===== src/rtl/multi_debouncer.sv =====
// -----------------------------------------------------------------------------
// multi_debouncer
//
// N-channel push-button conditioner. Each channel has its own input
// synchroniser, saturating hysteresis counter, stable level register and
// registered one-cycle press/release pulses. All channels share one clock and
// are otherwise fully independent.
//
// Optional feature (compile-time macro MULTI_DEBOUNCER_AUTOREPEAT_EN):
//   when defined, each channel gets a hold-to-auto-repeat timer that emits
//   btn_repeat pulses REPEAT_DELAY cycles after the press pulse and then every
//   REPEAT_PERIOD cycles while the level stays high. When undefined, no timer
//   logic exists and btn_repeat is tied to 0. The port list is identical.
//
// Ports:
//   clk          in   1     system clock, all logic on posedge
//   rst_n        in   1     asynchronous active-low reset
//   btn_raw      in   N_CH  raw asynchronous button levels
//   btn_level    out  N_CH  debounced stable level
//   btn_press    out  N_CH  one-cycle pulse on debounced rising edge
//   btn_release  out  N_CH  one-cycle pulse on debounced falling edge
//   btn_repeat   out  N_CH  one-cycle auto-repeat pulse (0 without feature)
//   any_press    out  1     registered OR of the press conditions
//
// No handshakes: every output is a registered level or pulse, valid every
// cycle. No FSM; per-channel state is the counter plus the level flops.
// -----------------------------------------------------------------------------
module multi_debouncer #(
    parameter int N_CH          = 4,
    parameter int COUNTER_BITS  = 16,
    parameter int SYNC_STAGES   = 2,
    parameter int REPEAT_DELAY  = 50000000,
    parameter int REPEAT_PERIOD = 10000000
) (
    input  logic            clk,
    input  logic            rst_n,
    input  logic [N_CH-1:0] btn_raw,
    output logic [N_CH-1:0] btn_level,
    output logic [N_CH-1:0] btn_press,
    output logic [N_CH-1:0] btn_release,
    output logic [N_CH-1:0] btn_repeat,
    output logic            any_press
);

    localparam logic [COUNTER_BITS-1:0] CMAX    = '1;
    localparam logic [COUNTER_BITS-1:0] CNT_ONE = COUNTER_BITS'(1);

    // Elaboration-time guard on the legal parameter ranges.
    if (SYNC_STAGES < 2 || SYNC_STAGES > 4 || REPEAT_DELAY < 2 || REPEAT_PERIOD < 2) begin : g_bad_cfg
        $error("multi_debouncer: illegal SYNC_STAGES/REPEAT_DELAY/REPEAT_PERIOD");
    end

    logic [N_CH-1:0] r_level;
    logic [N_CH-1:0] r_level_d;
    logic [N_CH-1:0] r_press;
    logic [N_CH-1:0] r_release;
    logic            r_any_press;

    logic [N_CH-1:0] w_level_nxt;
    logic [N_CH-1:0] w_press_cond;
    logic [N_CH-1:0] w_release_cond;

    // -------------------------------------------------------------------------
    // Per-channel synchroniser and saturating hysteresis counter
    // -------------------------------------------------------------------------
    for (genvar i = 0; i < N_CH; i++) begin : g_ch
        logic [SYNC_STAGES-1:0]  r_sync;
        logic [COUNTER_BITS-1:0] r_cnt;
        logic [COUNTER_BITS-1:0] w_cnt_nxt;
        logic                    w_s;

        assign w_s = r_sync[SYNC_STAGES-1];

        // Counter moves one step toward the synchronised sample and sticks at
        // either rail instead of wrapping.
        always_comb begin
            w_cnt_nxt = r_cnt;
            if (w_s && (r_cnt != CMAX)) begin
                w_cnt_nxt = r_cnt + CNT_ONE;
            end else if (!w_s && (r_cnt != '0)) begin
                w_cnt_nxt = r_cnt - CNT_ONE;
            end
        end

        // Level only changes when the current count sits on a rail; anywhere
        // in between it holds, which gives the hysteresis band.
        assign w_level_nxt[i] = (r_cnt == CMAX) ? 1'b1 :
                                (r_cnt == '0)   ? 1'b0 : r_level[i];

        always_ff @(posedge clk or negedge rst_n) begin
            if (!rst_n) begin
                r_sync <= '0;
                r_cnt  <= '0;
            end else begin
                r_sync <= {r_sync[SYNC_STAGES-2:0], btn_raw[i]};
                r_cnt  <= w_cnt_nxt;
            end
        end
    end

    // -------------------------------------------------------------------------
    // Level, delayed level and edge pulses
    // -------------------------------------------------------------------------
    // Edges are taken between the level and its one-cycle delayed copy; both
    // reset to 0 so leaving reset can never produce a pulse.
    assign w_press_cond   =  r_level & ~r_level_d;
    assign w_release_cond = ~r_level &  r_level_d;

    always_ff @(posedge clk or negedge rst_n) begin
        if (!rst_n) begin
            r_level     <= '0;
            r_level_d   <= '0;
            r_press     <= '0;
            r_release   <= '0;
            r_any_press <= 1'b0;
        end else begin
            r_level     <= w_level_nxt;
            r_level_d   <= r_level;
            r_press     <= w_press_cond;
            r_release   <= w_release_cond;
            r_any_press <= |w_press_cond;
        end
    end

    assign btn_level   = r_level;
    assign btn_press   = r_press;
    assign btn_release = r_release;
    assign any_press   = r_any_press;

    // -------------------------------------------------------------------------
    // Auto-repeat
    // -------------------------------------------------------------------------
`ifdef MULTI_DEBOUNCER_AUTOREPEAT_EN
    localparam int RPT_MAX = (REPEAT_DELAY > REPEAT_PERIOD) ? REPEAT_DELAY : REPEAT_PERIOD;
    localparam int TMR_W   = $clog2(RPT_MAX) + 1;
    localparam logic [TMR_W-1:0] C_DELAY  = TMR_W'(REPEAT_DELAY);
    localparam logic [TMR_W-1:0] C_PERIOD = TMR_W'(REPEAT_PERIOD);
    localparam logic [TMR_W-1:0] TMR_ONE  = TMR_W'(1);

    for (genvar i = 0; i < N_CH; i++) begin : g_rpt
        logic [TMR_W-1:0] r_tmr;
        logic             r_phase;   // 0: waiting for first repeat, 1: periodic
        logic             r_rpt;
        logic             w_fire;

        // The timer counts level-high cycles. The press pulse edge is the
        // first one where it leaves 0, so a match on C_DELAY lands exactly
        // REPEAT_DELAY cycles after the press cycle. After each repeat it
        // restarts at 1 so the next match is REPEAT_PERIOD cycles later.
        assign w_fire = (r_tmr == (r_phase ? C_PERIOD : C_DELAY));

        always_ff @(posedge clk or negedge rst_n) begin
            if (!rst_n) begin
                r_tmr   <= '0;
                r_phase <= 1'b0;
                r_rpt   <= 1'b0;
            end else if (!r_level[i]) begin
                r_tmr   <= '0;
                r_phase <= 1'b0;
                r_rpt   <= 1'b0;
            end else if (w_fire) begin
                r_tmr   <= TMR_ONE;
                r_phase <= 1'b1;
                // Suppress a repeat that would coincide with the level falling.
                r_rpt   <= w_level_nxt[i];
            end else begin
                r_tmr   <= r_tmr + TMR_ONE;
                r_rpt   <= 1'b0;
            end
        end

        assign btn_repeat[i] = r_rpt;
    end
`else
    assign btn_repeat = '0;
`endif

endmodule


===== config.mk =====
export PLATFORM = sky130hd
export DESIGN_NAME = multi_debouncer
export DESIGN_NICKNAME = d
export VERILOG_FILES = /design/src/rtl/multi_debouncer.sv
export SDC_FILE = /design/constraint.sdc
export NUM_CORES = 1
export LEC_CHECK = 0
export CORE_ASPECT_RATIO = 0.9
export CORE_MARGIN = 2
export CORE_UTILIZATION = 28
export DETAILED_ROUTE_END_ITERATION = 7
export DONT_BUFFER_PORTS = 1
export GPL_TIMING_DRIVEN = 0
export PLACE_DENSITY = 0.52
export SYNTH_ARGS = -nofsm -noshare
export SYNTH_HDL_FRONTEND = slang
export SYNTH_SLANG_ARGS = --single-unit

===== constraint.sdc =====
create_clock -name clk -period 9.1 [get_ports clk]
set_clock_uncertainty 0.05 [all_clocks]
set_input_delay 1.82 -clock clk [delete_from_list [all_inputs] [get_ports clk]]
set_output_delay 1.82 -clock clk [all_outputs]
set_load 0.05 [all_outputs]

==> impl_results.md <==
- Core ar.: 21600 µm²
- Post-DRT Antenna Nets: 0
- Pre-CTS WS: 5.28 ns
- Synth async-reset ratio: 1.00
- Routed via count: 4917
- Initial detailed-routing violation count: 256
- Post-CTS setup buffer count: 0
- Arrival time worst endpoint: 3.99 ns
- Post-Synth Adder-Cell Area: 0.134
- Crit Path Class: reg2reg
- Cells after DPL: 944
- Sequential element share of the synthesized area: 0.360
- Rel. slew slack: 0.223
- CTS tree: yes
- Leakage: 3.03 nW
- Nets: 734
- Hold Path Class: reg2reg
- Total wire length: 14700 µm
- Yosys cell types: 71
- Die Area: 23300 µm²
- Commonest non-fill, non-tap cell in the layout: dfrtp_1
- ANT cells: 0
- Layout Utilization: 0.317
- Post-Syn Area: 6180 µm²
- CP Launch Type: flip-flop
- Skew-Pair Late Insertion Delay: 0.36 ns
- Hold slack: 0.300 ns
- Fraction of layout cells with a size suffix above 1: 0.0613
- Cts hold-fix bufs: 0
- Post-DP HPWL: 10500 µm
- Crit-path max cell delay: 1.11 ns
- Complex-gate fraction of the synthesized area: 0.259
- Min Tclk post-route: 3.82 ns
- Max-cap violations: 0
- Post-cts sizing count: 0
- Xor/xnor share of the synthesized area: 0.0538
- Crit-path cells: nand4_1 > o41ai_4 > ha_1 > nor2b_1 > o31a_1 > o311ai_1 > nand2_1 > o311ai_0 > o211ai_1
- Remaining global-route overflow: 0
- Io pins: 23
- Setup repair after global routing missed its margin: false
- Fmax: 262 MHz
- Top sig layer: met4
- Clk slew on worst S/H paths: 0.07 ns
- Post-synthesis mux area share: 0.00648
- Worst endpoint required time: 9.27 ns
- GRT Total Usage: 0.131
- Most used DFF post-synth: dfrtp_1
- Met3 wire len: 380 µm
- Largest net degree at the start of global routing: 90
- VDD IR max: 0.000147 V
- FP Rows: 51
- Initial Util: 0.286
- Buf+Inv Stages, Crit Path: 0
- Chip height: 145 µm
- Worst-path maximum fanout: 19
- GPL Wtd Cong: 0.787
- Routed wl met2: 6470 µm
- Synthesized instance count: 650
- Hold Fails Final Rpt: 0
- Root cell of the clock tree: clkbuf_16
- Most frequent cells in the layout: 89 x dfrtp_1, 69 x o21ai_0, 60 x ha_1, 46 x nand2_1, 42 x a21oi_1
- Met1 wire length: 7720 µm
- Final worst slack: 5.28 ns
- Vias in the first global route: 4690
- Slew Limit Fails: 0
- Yosys warns: 0
- Endpoint class of the critical path: flip-flop
- DRC viols: 0
- Clock Tree Buf Depth: 2
- Port-buffer cells: 0
- Syn avg cell area: 9.51 µm²
- Via/cell ratio: 5.12
- DR WL/cell: 15.3 µm
- Post-synth EDFFs: 0
- Simple-Gate Fraction of Synth Area: 0.150
- Outcome: complete, no violations
- First-pass GRT wire length: 24600 µm
- Initial antenna violation count: 0
- Non-filler instance count after layout: 960
- Least-Margin Pin Slew: 1.16 ns
- Cell family with most CP delay: compound AO/OA/AOI/OAI gates
- Die span in x: 161 µm
- Slowest cell on the critical path: o41ai_4
- Yosys reg bits: 89
- Clock sinks: 89
- Pwr/cell area: 344 nW/µm²
- Area grow syn2layout: 11.0%
- Main combinational cell family by area after synthesis: compound AO/OA/AOI/OAI gates
- Setup TNS: 0 ns
- TritonCTS Buffers: 9
- Fin crit share: 0.420
- # setup viols final: 0
- Pre-antenna DRT Iters: 5
- # H-tree levels: 3
-- through the flow --
step           power (mW)  area, µm²
5_1_grt              2.60       6860
2_1_floorplan        1.70       6190
3_3_place_gp         1.96       6560
4_1_cts              2.37       6860
6_report             2.36       6860
3_5_place_dp         1.96       6560
-- registers in the layout, indices dropped and copies added (netlist names) --
| name | cells |
|---|---|
| btn_release | 4 |
| g_ch.r_sync | 8 |
| btn_level | 4 |
| btn_press | 4 |
| r_level_d | 4 |
| g_ch.r_cnt | 64 |
| any_press | 1 |
-- synthesized netlist by cell type, types with 4 or more instances --
cell       n  area [µm²]
nand3_1    6        30.0
o211ai_1   6        45.0
a21o_1    17         128
xnor2_1   11        96.3
nand4_1   27         169
fa_1       4        80.1
ha_1      60         751
o31ai_1    6        45.0
nor4_1    17         106
buf_4      5        37.5
o41ai_1    4        35.0
o21bai_1   7        52.6
dfrtp_1   89        2230
o21ai_0   69         345
o31a_1     8        70.1
nand2b_1   6        37.5
and3_1     4        25.0
nand2_1   46         173
a21oi_1   42         210
nor2b_1   12        75.1
nor3_1     5        25.0
o311ai_0   4        35.0
and2_1     5        31.3
a211oi_1   7        52.6
o21a_1    15         113
nor2_1    32         120
xor2_1    27         236
a21boi_0   4        30.0
mux2i_1    4        40.0
inv_1     28         105
clkbuf_1   5        18.8
buf_2      4        20.0
-- report_power, final --
group / total, mW / internal [mW] / switching (mW)
clock network: 0.394 / 0.222 / 0.172
logic: 1.27 / 0.554 / 0.714
registers: 0.700 / 0.550 / 0.150
total: 2.36 / 1.33 / 1.04
-- worst paths after layout --
path	start	to	slack, ns	cells past startpoint
worst max-delay path	g_ch[3].r_cnt[0]$_DFFE_PN0P_	g_ch[3].r_cnt[14]$_DFFE_PN0P_	5.28	9
worst min-delay path	g_ch[3].r_sync[0]$_DFF_PN0_	g_ch[3].r_sync[1]$_DFF_PN0_	0.30	0
worst max register to register	g_ch[3].r_cnt[0]$_DFFE_PN0P_	g_ch[3].r_cnt[14]$_DFFE_PN0P_	5.28	9
worst min register to register	g_ch[3].r_sync[0]$_DFF_PN0_	g_ch[3].r_sync[1]$_DFF_PN0_	0.30	0
max in group asynchronous	rst_n	g_ch[0].r_cnt[15]$_DFFE_PN0P_	7.75	0
min in group asynchronous	rst_n	g_ch[2].r_cnt[1]$_DFFE_PN0P_	1.11	0
-- cell type report --
| type | count | area (µm²) |
|---|---|---|
| multi-input cells | 517 | 3750 |
| inverters | 28 | 105 |
| well taps | 291 | 364 |
| clock buffers | 11 | 243 |
| clock inverters | 5 | 62.6 |
| flip-flops and latches | 89 | 2230 |
| fillers | 2225 | 14800 |
| plain buffers | 19 | 114 |
-- routing by layer --
metal | vias to the layer above | GRT usage
met5 | - | 0
met4 | 0 | 0.0257
met3 | 9 | 0.0309
met2 | 52 | 0.198
met1 | 2362 | 0.190
li1 | 2494 | -
-- cell families after synthesis --
| logic type | count (synthesis) |
|---|---|
| adders and majority gates | 64 |
| muxes | 4 |
| and+or+nand+nor | 177 |
| buffers and inverters | 47 |
| DFF | 89 |
| xor gates and xnor gates | 38 |
| other | 1 |
| AOI/OAI and AO/OA | 230 |
Note: power is estimated with default switching activity, not from simulation.
